`src/rtl/wb_port_arbiter_pkg.sv`:
```
// Shared register-file bus definitions and the arbiter's state/grant types.
// Imported by the writeback-port interface, the result FIFO and the arbiter top.
package wb_port_arbiter_pkg;

  localparam int REG_BUS_W      = 32;
  localparam int REG_ADDR_BUS_W = 5;
  localparam int REG_NUM        = 32;

  localparam logic [REG_BUS_W-1:0] ZERO_WORD    = '0;
  localparam logic                 WRITE_ENABLE = 1'b1;
  localparam logic                 RST_ENABLE   = 1'b1;

  // Starvation counter must hold STARVE_MAX-1 for STARVE_MAX up to 255.
  localparam int STARVE_CNT_W = 8;

  typedef enum logic {
    ST_RUN,
    ST_FORCE
  } starve_state_e;

  typedef enum logic [1:0] {
    GNT_NONE,
    GNT_PIPE,
    GNT_FIFO
  } grant_e;

endpackage

```
`src/rtl/wb_port_arbiter_if.sv`:
```
// Bundle of pipeline, mul/div, decode and register-file signals around the
// writeback-port arbiter; the arbiter sits on the slave modport.
interface wb_port_arbiter_if
  import wb_port_arbiter_pkg::*;
#(
  parameter int DATA_W = REG_BUS_W,
  parameter int ADDR_W = REG_ADDR_BUS_W
);

  logic              pipe_wr_en;
  logic [ADDR_W-1:0] pipe_wr_addr;
  logic [DATA_W-1:0] pipe_wr_data;
  logic              pipe_hold;

  logic              mc_issue;
  logic [ADDR_W-1:0] mc_issue_addr;
  logic              mc_valid;
  logic [ADDR_W-1:0] mc_addr;
  logic [DATA_W-1:0] mc_data;
  logic              mc_ready;

  logic              dec_rd_en1;
  logic [ADDR_W-1:0] dec_rd_addr1;
  logic              dec_rd_en2;
  logic [ADDR_W-1:0] dec_rd_addr2;
  logic              dec_wr_en;
  logic [ADDR_W-1:0] dec_wr_addr;
  logic              dec_stall;

  logic              rf_wr_en;
  logic [ADDR_W-1:0] rf_wr_addr;
  logic [DATA_W-1:0] rf_wr_data;

  modport slave (
    input  pipe_wr_en, pipe_wr_addr, pipe_wr_data,
    output pipe_hold,
    input  mc_issue, mc_issue_addr, mc_valid, mc_addr, mc_data,
    output mc_ready,
    input  dec_rd_en1, dec_rd_addr1, dec_rd_en2, dec_rd_addr2, dec_wr_en, dec_wr_addr,
    output dec_stall,
    output rf_wr_en, rf_wr_addr, rf_wr_data
  );

  modport master (
    output pipe_wr_en, pipe_wr_addr, pipe_wr_data,
    input  pipe_hold,
    output mc_issue, mc_issue_addr, mc_valid, mc_addr, mc_data,
    input  mc_ready,
    output dec_rd_en1, dec_rd_addr1, dec_rd_en2, dec_rd_addr2, dec_wr_en, dec_wr_addr,
    input  dec_stall,
    input  rf_wr_en, rf_wr_addr, rf_wr_data
  );

endinterface

```
`src/rtl/wb_fifo2.sv`:
```
// Two-entry FIFO holding {addr, data} results from the multi-cycle unit.
// Callers guarantee no push when full and no pop when empty.
module wb_fifo2
  import wb_port_arbiter_pkg::*;
#(
  parameter int DATA_W = REG_BUS_W,
  parameter int ADDR_W = REG_ADDR_BUS_W
) (
  input  logic              clk,
  input  logic              rst,
  input  logic              push,
  input  logic [DATA_W-1:0] push_data,
  input  logic [ADDR_W-1:0] push_addr,
  input  logic              pop,
  output logic [DATA_W-1:0] head_data,
  output logic [ADDR_W-1:0] head_addr,
  output logic [1:0]        count,
  output logic              empty
);

  logic [DATA_W-1:0] data_mem_q [2];
  logic [ADDR_W-1:0] addr_mem_q [2];
  logic              wr_ptr_q, wr_ptr_d;
  logic              rd_ptr_q, rd_ptr_d;
  logic [1:0]        count_q,  count_d;

  // NOTE: every always_comb output gets a default first, so no path leaves it unassigned (no latch).
  always_comb begin
    wr_ptr_d = wr_ptr_q ^ push;
    rd_ptr_d = rd_ptr_q ^ pop;
    count_d  = count_q;
    case ({push, pop})
      2'b10:   count_d = count_q + 2'd1;
      2'b01:   count_d = count_q - 2'd1;
      default: count_d = count_q;
    endcase
  end

  // NOTE: sequential state uses non-blocking assignments so all flops update together at the edge.
  always_ff @(posedge clk) begin
    if (rst == RST_ENABLE) begin
      wr_ptr_q <= 1'b0;
      rd_ptr_q <= 1'b0;
      count_q  <= 2'd0;
    end else begin
      wr_ptr_q <= wr_ptr_d;
      rd_ptr_q <= rd_ptr_d;
      count_q  <= count_d;
    end
  end

  // NOTE: storage is deliberately not reset; count/pointers alone decide which entries are live.
  always_ff @(posedge clk) begin
    if (push) begin
      data_mem_q[wr_ptr_q] <= push_data;
      addr_mem_q[wr_ptr_q] <= push_addr;
    end
  end

  assign head_data = data_mem_q[rd_ptr_q];
  assign head_addr = addr_mem_q[rd_ptr_q];
  assign count     = count_q;
  assign empty     = (count_q == 2'd0);

endmodule

```
`src/rtl/wb_port_arbiter.sv`:
```
// Owns the register-file write port: shares it between pipeline writeback and
// buffered mul/div results, tracks outstanding M destinations, forces drains.
module wb_port_arbiter
  import wb_port_arbiter_pkg::*;
#(
  parameter int DATA_W     = REG_BUS_W,
  parameter int ADDR_W     = REG_ADDR_BUS_W,
  parameter int NREG       = REG_NUM,
  parameter int STARVE_MAX = 8
) (
  input  logic               clk,
  input  logic               rst,
  wb_port_arbiter_if.slave   bus
);

  logic              fifo_empty;
  logic [1:0]        fifo_count;
  logic [DATA_W-1:0] head_data;
  logic [ADDR_W-1:0] head_addr;

  logic              p_eff;
  logic              push;
  logic              pop;
  logic              mc_ready;
  logic              dec_stall;
  logic              issue_set;
  grant_e            grant;

  logic              rf_wr_en;
  logic [ADDR_W-1:0] rf_wr_addr;
  logic [DATA_W-1:0] rf_wr_data;

  starve_state_e             state_q, state_d;
  logic [STARVE_CNT_W-1:0]   starve_cnt_q, starve_cnt_d;
  logic [NREG-1:0]           busy_q, busy_d;

  wb_fifo2 #(
    .DATA_W (DATA_W),
    .ADDR_W (ADDR_W)
  ) u_fifo (
    .clk       (clk),
    .rst       (rst),
    .push      (push),
    .push_data (bus.mc_data),
    .push_addr (bus.mc_addr),
    .pop       (pop),
    .head_data (head_data),
    .head_addr (head_addr),
    .count     (fifo_count),
    .empty     (fifo_empty)
  );

  // A forced drain outranks the pipeline; a pipe write to r0 is no request.
  always_comb begin
    p_eff = bus.pipe_wr_en && (bus.pipe_wr_addr != '0);
    grant = GNT_NONE;
    if (rst != RST_ENABLE) begin
      if (state_q == ST_FORCE)  grant = GNT_FIFO;
      else if (p_eff)           grant = GNT_PIPE;
      else if (!fifo_empty)     grant = GNT_FIFO;
    end
  end

  assign pop      = (grant == GNT_FIFO);
  assign mc_ready = (fifo_count != 2'd2) && (rst != RST_ENABLE);
  assign push     = bus.mc_valid && mc_ready;

  always_comb begin
    rf_wr_en   = 1'b0;
    rf_wr_addr = '0;
    rf_wr_data = '0;
    case (grant)
      GNT_PIPE: begin
        rf_wr_en   = WRITE_ENABLE;
        rf_wr_addr = bus.pipe_wr_addr;
        rf_wr_data = bus.pipe_wr_data;
      end
      GNT_FIFO: begin
        rf_wr_en   = WRITE_ENABLE;
        rf_wr_addr = head_addr;
        rf_wr_data = head_data;
      end
      default: ;
    endcase
  end

  // No FIFO-to-decode bypass: readers wait until the result reaches the register file.
  always_comb begin
    dec_stall = 1'b0;
    if (rst != RST_ENABLE) begin
      dec_stall = (bus.dec_rd_en1 && busy_q[bus.dec_rd_addr1])
               || (bus.dec_rd_en2 && busy_q[bus.dec_rd_addr2])
               || (bus.dec_wr_en  && busy_q[bus.dec_wr_addr])
               || (bus.mc_issue && (fifo_count == 2'd2) && bus.mc_valid);
    end
  end

  assign issue_set = bus.mc_issue && !dec_stall && (bus.mc_issue_addr != '0);

  // Clear on pop first so a same-cycle issue to the same register wins.
  always_comb begin
    busy_d = busy_q;
    if (pop)       busy_d[head_addr]         = 1'b0;
    if (issue_set) busy_d[bus.mc_issue_addr] = 1'b1;
    busy_d[0] = 1'b0;
  end

  always_comb begin
    state_d      = state_q;
    starve_cnt_d = starve_cnt_q;
    case (state_q)
      ST_RUN: begin
        if (fifo_empty || pop) begin
          starve_cnt_d = '0;
        end else if (starve_cnt_q == STARVE_CNT_W'(STARVE_MAX - 1)) begin
          state_d      = ST_FORCE;
          starve_cnt_d = '0;
        end else begin
          starve_cnt_d = starve_cnt_q + STARVE_CNT_W'(1);
        end
      end
      ST_FORCE: begin
        state_d      = ST_RUN;
        starve_cnt_d = '0;
      end
      default: begin
        state_d      = ST_RUN;
        starve_cnt_d = '0;
      end
    endcase
  end

  always_ff @(posedge clk) begin
    if (rst == RST_ENABLE) begin
      state_q      <= ST_RUN;
      starve_cnt_q <= '0;
      busy_q       <= '0;
    end else begin
      state_q      <= state_d;
      starve_cnt_q <= starve_cnt_d;
      busy_q       <= busy_d;
    end
  end

  assign bus.pipe_hold  = (state_q == ST_FORCE);
  assign bus.mc_ready   = mc_ready;
  assign bus.dec_stall  = dec_stall;
  assign bus.rf_wr_en   = rf_wr_en;
  assign bus.rf_wr_addr = rf_wr_addr;
  assign bus.rf_wr_data = rf_wr_data;

endmodule

```
`src/flat_wrapper.sv`:
```
// flat-port wrapper written by rule: the top's interface ports become plain ports
module wb_port_arbiter_flat import wb_port_arbiter_pkg::*;
#(
  parameter int DATA_W     = REG_BUS_W,
  parameter int ADDR_W     = REG_ADDR_BUS_W,
  parameter int NREG       = REG_NUM,
  parameter int STARVE_MAX = 8
)
  (clk, rst, bus_pipe_wr_en, bus_pipe_wr_addr, bus_pipe_wr_data, bus_pipe_hold, bus_mc_issue, bus_mc_issue_addr, bus_mc_valid, bus_mc_addr, bus_mc_data, bus_mc_ready, bus_dec_rd_en1, bus_dec_rd_addr1, bus_dec_rd_en2, bus_dec_rd_addr2, bus_dec_wr_en, bus_dec_wr_addr, bus_dec_stall, bus_rf_wr_en, bus_rf_wr_addr, bus_rf_wr_data);
  wb_port_arbiter_if #(.DATA_W(DATA_W), .ADDR_W(ADDR_W)) bus_i ();
  input  logic clk;
  input  logic rst;
  input wire logic [$bits(bus_i.pipe_wr_en)-1:0] bus_pipe_wr_en;
  input wire logic [$bits(bus_i.pipe_wr_addr)-1:0] bus_pipe_wr_addr;
  input wire logic [$bits(bus_i.pipe_wr_data)-1:0] bus_pipe_wr_data;
  output wire logic [$bits(bus_i.pipe_hold)-1:0] bus_pipe_hold;
  input wire logic [$bits(bus_i.mc_issue)-1:0] bus_mc_issue;
  input wire logic [$bits(bus_i.mc_issue_addr)-1:0] bus_mc_issue_addr;
  input wire logic [$bits(bus_i.mc_valid)-1:0] bus_mc_valid;
  input wire logic [$bits(bus_i.mc_addr)-1:0] bus_mc_addr;
  input wire logic [$bits(bus_i.mc_data)-1:0] bus_mc_data;
  output wire logic [$bits(bus_i.mc_ready)-1:0] bus_mc_ready;
  input wire logic [$bits(bus_i.dec_rd_en1)-1:0] bus_dec_rd_en1;
  input wire logic [$bits(bus_i.dec_rd_addr1)-1:0] bus_dec_rd_addr1;
  input wire logic [$bits(bus_i.dec_rd_en2)-1:0] bus_dec_rd_en2;
  input wire logic [$bits(bus_i.dec_rd_addr2)-1:0] bus_dec_rd_addr2;
  input wire logic [$bits(bus_i.dec_wr_en)-1:0] bus_dec_wr_en;
  input wire logic [$bits(bus_i.dec_wr_addr)-1:0] bus_dec_wr_addr;
  output wire logic [$bits(bus_i.dec_stall)-1:0] bus_dec_stall;
  output wire logic [$bits(bus_i.rf_wr_en)-1:0] bus_rf_wr_en;
  output wire logic [$bits(bus_i.rf_wr_addr)-1:0] bus_rf_wr_addr;
  output wire logic [$bits(bus_i.rf_wr_data)-1:0] bus_rf_wr_data;
  assign bus_i.pipe_wr_en = bus_pipe_wr_en;
  assign bus_i.pipe_wr_addr = bus_pipe_wr_addr;
  assign bus_i.pipe_wr_data = bus_pipe_wr_data;
  assign bus_pipe_hold = bus_i.pipe_hold;
  assign bus_i.mc_issue = bus_mc_issue;
  assign bus_i.mc_issue_addr = bus_mc_issue_addr;
  assign bus_i.mc_valid = bus_mc_valid;
  assign bus_i.mc_addr = bus_mc_addr;
  assign bus_i.mc_data = bus_mc_data;
  assign bus_mc_ready = bus_i.mc_ready;
  assign bus_i.dec_rd_en1 = bus_dec_rd_en1;
  assign bus_i.dec_rd_addr1 = bus_dec_rd_addr1;
  assign bus_i.dec_rd_en2 = bus_dec_rd_en2;
  assign bus_i.dec_rd_addr2 = bus_dec_rd_addr2;
  assign bus_i.dec_wr_en = bus_dec_wr_en;
  assign bus_i.dec_wr_addr = bus_dec_wr_addr;
  assign bus_dec_stall = bus_i.dec_stall;
  assign bus_rf_wr_en = bus_i.rf_wr_en;
  assign bus_rf_wr_addr = bus_i.rf_wr_addr;
  assign bus_rf_wr_data = bus_i.rf_wr_data;
  wb_port_arbiter #(.DATA_W(DATA_W), .ADDR_W(ADDR_W), .NREG(NREG), .STARVE_MAX(STARVE_MAX)) u_core (.clk(clk), .rst(rst), .bus(bus_i));
endmodule
```
`config.mk`:
```
export PLATFORM = sky130hd
export DESIGN_NAME = wb_port_arbiter_flat
export DESIGN_NICKNAME = d
export VERILOG_FILES = /design/src/rtl/wb_port_arbiter_pkg.sv /design/src/rtl/wb_port_arbiter_if.sv /design/src/rtl/wb_fifo2.sv /design/src/rtl/wb_port_arbiter.sv /design/src/flat_wrapper.sv
export SDC_FILE = /design/constraint.sdc
export NUM_CORES = 1
export LEC_CHECK = 0
export BUFFER_PORTS_ARGS = -buffer_cell sky130_fd_sc_hd__buf_2
export CELL_PAD_IN_SITES_DETAIL_PLACEMENT = 2
export CELL_PAD_IN_SITES_GLOBAL_PLACEMENT = 2
export CORE_MARGIN = 3
export CORE_UTILIZATION = 30
export DETAILED_ROUTE_END_ITERATION = 10
export PLACE_DENSITY = 0.68
export SLEW_MARGIN = 20
export SYNTH_ARGS = -nofsm -noshare
export SYNTH_HDL_FRONTEND = slang
export SYNTH_SLANG_ARGS = --single-unit
```
`constraint.sdc`:
```
create_clock -name clk -period 5.51 [get_ports clk]
set_input_delay 1.653 -clock clk [delete_from_list [all_inputs] [get_ports clk]]
set_output_delay 1.653 -clock clk [all_outputs]
set_load 0.02 [all_outputs]
```
==> results of run 1 <==
-- report_power, final --
group / internal (mW) / switching, mW
Clock: 0.619 / 0.423
Sequential: 0.971 / 0.0148
Combinational: 0.106 / 0.180
Total: 1.70 / 0.618
-- Yosys cell counts, types with 2 or more instances --
| cell | instances | area, sq um |
|---|---|---|
| and3_1 | 3 | 18.77 |
| xor2_1 | 5 | 43.79 |
| mux2i_1 | 27 | 270.3 |
| nand2_1 | 40 | 150.1 |
| nor2b_1 | 35 | 219.0 |
| clkbuf_1 | 33 | 123.9 |
| nand4_1 | 14 | 87.58 |
| and3b_1 | 2 | 17.52 |
| nand3b_1 | 9 | 67.56 |
| mux4_2 | 14 | 315.3 |
| a41o_1 | 2 | 20.02 |
| o21ai_0 | 33 | 165.2 |
| a21oi_1 | 5 | 25.02 |
| nor3_1 | 25 | 125.1 |
| o21ai_2 | 30 | 262.8 |
| nand3_1 | 19 | 95.09 |
| inv_1 | 9 | 33.78 |
| nand2b_1 | 4 | 25.02 |
| nor2_1 | 58 | 217.7 |
| nor3b_1 | 2 | 15.01 |
| or3_1 | 2 | 12.51 |
| xnor2_1 | 4 | 35.03 |
| a22oi_1 | 37 | 277.8 |
| edfxtp_1 | 74 | 2222 |
| mux2_2 | 38 | 427.9 |
| mux4_1 | 2 | 52.55 |
| dfxtp_1 | 44 | 880.8 |
| buf_6 | 4 | 45.04 |
| ha_1 | 6 | 75.07 |
-- cells in the final DEF, fill, tap and decap left out, drive strengths merged, types with 18 or more instances in the layout --
| cell type | instances |
|---|---|
| nor2 | 58 |
| nand3 | 19 |
| clkbuf | 18 |
| mux2 | 38 |
| edfxtp | 74 |
| nand2 | 41 |
| mux2i | 27 |
| nor3 | 25 |
| a22oi | 37 |
| o21ai | 64 |
| buf | 150 |
| nor2b | 35 |
| dfxtp | 44 |
-- metrics by stage --
stage | setup TNS, ns | instance area, sq um
2_1_floorplan | 0 | 6414
3_3_place_gp | 0 | 7356
3_5_place_dp | -0.005980 | 7356
4_1_cts | 0 | 7913
5_1_grt | 0 | 7946
6_report | 0 | 7951
-- routing by layer --
metal,vias up,routed length [um],track usage
met5,-,41,0
met4,6,388,0.05736
met3,34,989,0.04942
met2,126,10430,0.3118
met1,2623,9492,0.2224
li1,2469,-,-
-- path summary, 6_finish.rpt --
| kind | start | end | slack [ns] | cells past startpoint |
|---|---|---|---|---|
| worst max-delay path | bus_pipe_wr_addr[1] | bus_rf_wr_addr[4] | 0.16 | 11 |
| worst min-delay path | u_core.starve_cnt_q[0] | u_core.starve_cnt_q[0] | 0.44 | 1 |
| worst max register to register | u_core.busy_q[17] | u_core.busy_q[5] | 2.88 | 5 |
| worst min register to register | u_core.starve_cnt_q[0] | u_core.starve_cnt_q[0] | 0.44 | 1 |
-- kinds of logic after synthesis --
| kind of cell | Yosys count | share of synthesized area |
|---|---|---|
| simple gates | 217 | 0.1682 |
| flops | 118 | 0.4838 |
| compound gates | 112 | 0.1237 |
| mux | 81 | 0.1662 |
| buf+inv | 49 | 0.03414 |
| xor+xnor | 9 | 0.01229 |
| fa+ha+maj | 6 | 0.01170 |
-- flip-flops by register name, indices dropped and copies added (netlist names) --
| signal | cells |
|---|---|
| u_core.u_fifo.data_mem_q | 64 |
| u_core.busy_q | 31 |
| u_core.u_fifo.addr_mem_q | 10 |
| u_core.starve_cnt_q | 8 |
| u_core.u_fifo.count | 2 |
| u_core.bus.pipe_hold | 1 |
| u_core.u_fifo.rd_ptr_q | 1 |
| u_core.u_fifo.wr_ptr_q | 1 |
-- worst max-delay path, delay by kind of cell --
kind / cells / cell delay, ns
fa+ha+maj: 1 / 0.19
buf+inv: 4 / 0.59
compound gates: 3 / 0.47
simple gates: 3 / 0.80
-- layout make-up --
| class | count | area share |
|---|---|---|
| Multi-Input combinational cell | 425 | 0.3906 |
| Inverter | 9 | 0.004249 |
| Timing Repair Buffer | 151 | 0.1017 |
| Tap cell | 270 | 0.04249 |
| Clock inverter | 15 | 0.01652 |
| Sequential cell | 118 | 0.3904 |
| Antenna cell | 2 | 0.0006294 |
| Clock buffer | 17 | 0.05350 |
-- timing repair --
item / 4_1_cts / 5_1_grt
pin swaps: 0 / 1
setup buffers: 0 / 0
gates resized for setup: 1 / 3
endpoints found under the setup margin: 1 / 19
cloned: 0 / 1
endpoints found under the hold margin: 0 / 0
==> results.py, run 1 <==
metrics = {
    "finish": {
        "final_cell_count_no_fill": 1007,
        "syn_to_final_growth_pct": 23.98,
        "drive_above_1_share": 0.3701,
        "nFillCells": 2182,
        "regArea_sq_um": 3104,
        "layout.nets": 830,
        "utilization": 0.3855,
        "multiInputGateArea_sq_um": 3105,
    },
    "place": {
        "dp_hpwl_um": 15710,
        "placedCellCount": 972,
        "pre_cts_slack_ns": -0.005980,
        "io_buffer_count": 142,
        "gp_congestion": 0.7991,
    },
    "setup_path": {
        "worst_path_largest_cell_delay_ns": 0.55,
        "crit_fanout": 26,
        "cp.required_ns": 3.86,
        "crit_type": "primary input to output pin",
        "crit_chain": "buf_2 > or4_1 > o21ai_2 > a21oi_1 > nor2_2 > inv_1 > ha_1 > buf_4 > a22oi_1 > nor2_1 > buf_2",
        "crit_arrival_ns": 3.70,
        "end_kind": "output pin",
        "cp-start-kind": "primary input",
        "cp_common_cell": "buf_2",
        "cp_slowest_cell": "or4_1",
    },
    "floorplan": {
        "die_x_um": 152.2,
        "pin_count": 143,
        "initial_core_util": 0.3110,
        "die_h_um": 152.2,
        "dieArea_sq_um": 23170,
        "core-area_sq_um": 20620,
        "rows": 52,
    },
    "timing": {
        "finalSetupViolations": 0,
        "hold_slack_ns": 0.4436,
        "tightestPinTransition_ns": 1.035,
        "fin_crit_sh": 0.9706,
        "slew_viol_final": 0,
        "period_minus_slack_ns": 5.348,
        "rsz0062_at_grt": "false",
        "slew_headroom": 0.3079,
        "hold_violations": 0,
        "postLayoutSetupSlackWorst_ns": 0.1620,
        "timing.fmax_mhz": 187.0,
        "skew_ns": 0.007052,
    },
    "grt": {
        "grt_pass1_vias": 5984,
        "grt_usage": 0.1816,
        "grt_overflow": 0,
        "antenna_found_initial": 3,
        "grt_max_degree": 42,
        "grt_pass1_wl_um": 33480,
    },
    "synthesis": {
        "ys_seq_area_frac": 0.4838,
        "synth-seq-cells": 118,
        "ys_warn_count": 0,
        "synth_area_per_cell_sq_um": 10.83,
        "ys.flop_type": "edfxtp_1",
        "synth_cell_types": 41,
        "syn-cell-area_sq_um": 6414,
        "synth_fp_nets": 700,
        "synth-async-reset-ratio": 0,
        "synth_edf_count": 74,
        "syn_inst": 592,
    },
    "route": {
        "wl_per_cell_um": 21.19,
        "drt-initial-drc-count": 209,
        "vias": 5258,
        "drc_errors": 0,
        "wl_um": 21340,
        "drtAntennaViolNets": 0,
        "viasPerCell": 5.221,
        "drt_first_pass_iters": 4,
    },
    "clocking": {
        "cts_tree": "done",
        "clkLatencyLatePin_ns": 0.42,
        "clkSlewWorstSetupHoldPaths_ns": 0.06,
        "htreeDepth": 4,
        "clockBufferDepth": 2,
        "holdBufCountCts": 0,
        "cts_buffers": 17,
        "clockRootBuffer": "clkbuf_16",
        "clock_sinks": 118,
    },
    "flow_run": {
        "drv_cap": 0,
    },
    "worst_hold_path": {
        "min_path_type": "flip-flop to flip-flop",
    },
    "pwr": {
        "power.leakage_nw": 2.952,
        "powerDensity_nw_per_um2": 291.1,
        "p_total_mw": 2.315,
        "ir_worst_vdd_mv": 0.2027,
    },
    "run_status": {
        "status": "completed",
    },
}
Note: power is estimated with default switching activity, not from simulation.
==> inputs of run 2 (changes only) <==
Settings changed: SETUP_SLACK_MARGIN from default to 0.1.
Clock period 5.51 ns to 6.2 ns, I/O delays scaled along.
==> results.py, run 2 (synthesized netlist as in run 1, its figures left out) <==
metrics = {
    "route": {
        "drt_first_pass_iters": 4,
        "vias": 5272,
        "wl_per_cell_um": 20.59,
        "drtAntennaViolNets": 0,
        "viasPerCell": 5.256,
        "wl_um": 20650,
        "drc_errors": 0,
        "drt-initial-drc-count": 258,
    },
    "place": {
        "placedCellCount": 970,
        "gp_congestion": 0.8056,
        "dp_hpwl_um": 15480,
        "io_buffer_count": 142,
    },
    "pwr": {
        "p_total_mw": 2.090,
        "seqPwrFrac": 0.419,
        "power.leakage_nw": 2.974,
        "ir_worst_vdd_mv": 0.2027,
        "clockPowerShare": 0.461,
        "comb_power_share": 0.120,
        "powerDensity_nw_per_um2": 263.3,
        "switching_share": 0.2476,
        "p_int_mw": 1.573,
        "switching_power_mw": 0.5175,
    },
    "clocking": {
        "clkLatencyLatePin_ns": 0.41,
        "clock_sinks": 118,
        "clockRootBuffer": "clkbuf_16",
        "clkSlewWorstSetupHoldPaths_ns": 0.06,
        "cts_tree": "done",
        "holdBufCountCts": 0,
        "post_cts_buffers": 0,
        "clockBufferDepth": 2,
        "htreeDepth": 4,
        "cts_buffers": 17,
        "cts_resized": 0,
    },
    "floorplan": {
        "die_x_um": 152.2,
        "core-area_sq_um": 20620,
        "die_h_um": 152.2,
        "rows": 52,
        "dieArea_sq_um": 23170,
        "pin_count": 143,
        "initial_core_util": 0.3110,
    },
    "setup_path": {
        "path_depth": 11,
        "startpoint": "bus_pipe_wr_addr[1]",
        "cp_num_buf_inv": 4,
        "worst_path_largest_cell_delay_ns": 0.50,
        "crit_fanout": 37,
        "crit_type": "primary input to output pin",
        "cp.required_ns": 4.34,
        "cp_top_family": "simple AND/OR/NAND/NOR gates",
        "reg2reg_slack_ns": 3.57,
        "r2r_end": "u_core.busy_q[5]",
        "end_kind": "output pin",
        "cp-start-kind": "primary input",
        "crit_arrival_ns": 3.96,
        "cp_slowest_cell": "or4_1",
        "r2r-start": "u_core.busy_q[21]",
        "cp-endpoint": "bus_rf_wr_addr[3]",
        "rr_worst_depth": 5,
        "crit_chain": "buf_2 > or4_1 > o21ai_0 > a21oi_1 > nor2_1 > inv_1 > ha_1 > buf_4 > a22oi_1 > nor2_1 > buf_2",
    },
    "finish": {
        "layout.nets": 827,
        "drive_above_1_share": 0.3620,
        "top_register": "u_core.u_fifo.data_mem_q",
        "nFillCells": 2228,
        "multiInputGateArea_sq_um": 3097,
        "largest_reg_flops": 64,
        "top_regs": "u_core.u_fifo.data_mem_q x64, u_core.busy_q x31, u_core.u_fifo.addr_mem_q x10",
        "layout_common_cells": "142 x buf_2, 74 x edfxtp_1, 58 x nor2_1, 43 x dfxtp_1, 40 x nand2_1",
        "regArea_sq_um": 3104,
        "syn_to_final_growth_pct": 23.80,
        "final_common_cell": "buf_2",
        "final_cell_count_no_fill": 1003,
    },
    "grt": {
        "grt_max_degree": 42,
        "antenna_found_initial": 3,
        "grt_pass1_wl_um": 32940,
        "grt_pass1_vias": 5764,
        "grt_usage": 0.1793,
        "grt_overflow": 0,
    },
    "timing": {
        "fin_tns_setup_ns": 0,
        "skew_ns": 0.007619,
        "tightestPinTransition_ns": 1.038,
        "finalSetupViolations": 0,
        "timing.fmax_mhz": 171.7,
        "slew_headroom": 0.3057,
        "fin_crit_sh": 0.9395,
        "rsz0062_at_grt": "false",
        "slew_viol_final": 0,
        "hold_violations": 0,
        "period_minus_slack_ns": 5.825,
    },
    "worst_hold_path": {
        "hold_depth": 1,
        "min_path_type": "flip-flop to flip-flop",
    },
    "flow_run": {
        "drv_cap": 0,
    },
    "run_status": {
        "status": "completed",
    },
}
run 2: changes by cell type in the layout (fill, tap and decap cells not counted), sizes merged:
cell | before | now
clkinvlp | 6 | 1
diode | 2 | 1
inv | 12 | 10
clkbuf | 18 | 25
clkinv | 5 | 4
buf | 150 | 148
run 2: worst min path at each step:
stage | to | slack, ns | from
2_1_floorplan | u_core.starve_cnt_q[0] | 0.41 | u_core.starve_cnt_q[0]
3_3_place_gp | u_core.starve_cnt_q[0] | 0.43 | u_core.starve_cnt_q[0]
3_5_place_dp | u_core.starve_cnt_q[0] | 0.44 | u_core.starve_cnt_q[0]
4_1_cts | u_core.starve_cnt_q[0] | 0.44 | u_core.starve_cnt_q[0]
5_1_grt | u_core.starve_cnt_q[0] | 0.47 | u_core.starve_cnt_q[0]
6_report | u_core.starve_cnt_q[0] | 0.44 | u_core.starve_cnt_q[0]
run 2: per-layer routing:
| layer | share of wire | track usage |
|---|---|---|
| met1 | 0.43 | 0.2224 |
| met2 | 0.49 | 0.3046 |
| met3 | 0.060 | 0.04970 |
| met4 | 0.016 | 0.05522 |
| met5 | 0.0020 | 0 |
run 2: through the flow:
| step | utilization | cell area [sq um] | worst slack [ns] | hold slack [ns] |
|---|---|---|---|---|
| after floorplan | - | 6414 | 0.3732 | 0.4132 |
| after global placement | 0.3565 | 7353 | 0.3873 | 0.4267 |
| after detailed placement | 0.3565 | 7353 | 0.3721 | 0.4355 |
| after CTS | 0.3849 | 7938 | 0.3647 | 0.4436 |
| after global routing | 0.3849 | 7938 | 0.1694 | 0.4691 |
| final | 0.3850 | 7940 | 0.3753 | 0.4395 |
run 2: area by class of cell:
type / instances / share of cell area
Antenna cell: 1 / 0.0003152
Clock buffer: 25 / 0.06508
Clock inverter: 7 / 0.008509
Inverter: 9 / 0.004255
Multi-Input combinational cell: 425 / 0.3900
Sequential cell: 118 / 0.3910
Tap cell: 270 / 0.04255
Timing Repair Buffer: 148 / 0.09833
run 2: power by group through the flow:
stage	clock network [mW]	registers, mW	logic [mW]
final	0.964	0.876	0.251
after global routing	1.03	0.878	0.277
after CTS	0.981	0.876	0.255
after detailed placement	0	0.892	0.253
after global placement	0	0.890	0.244
after floorplan	0	0.886	0.158
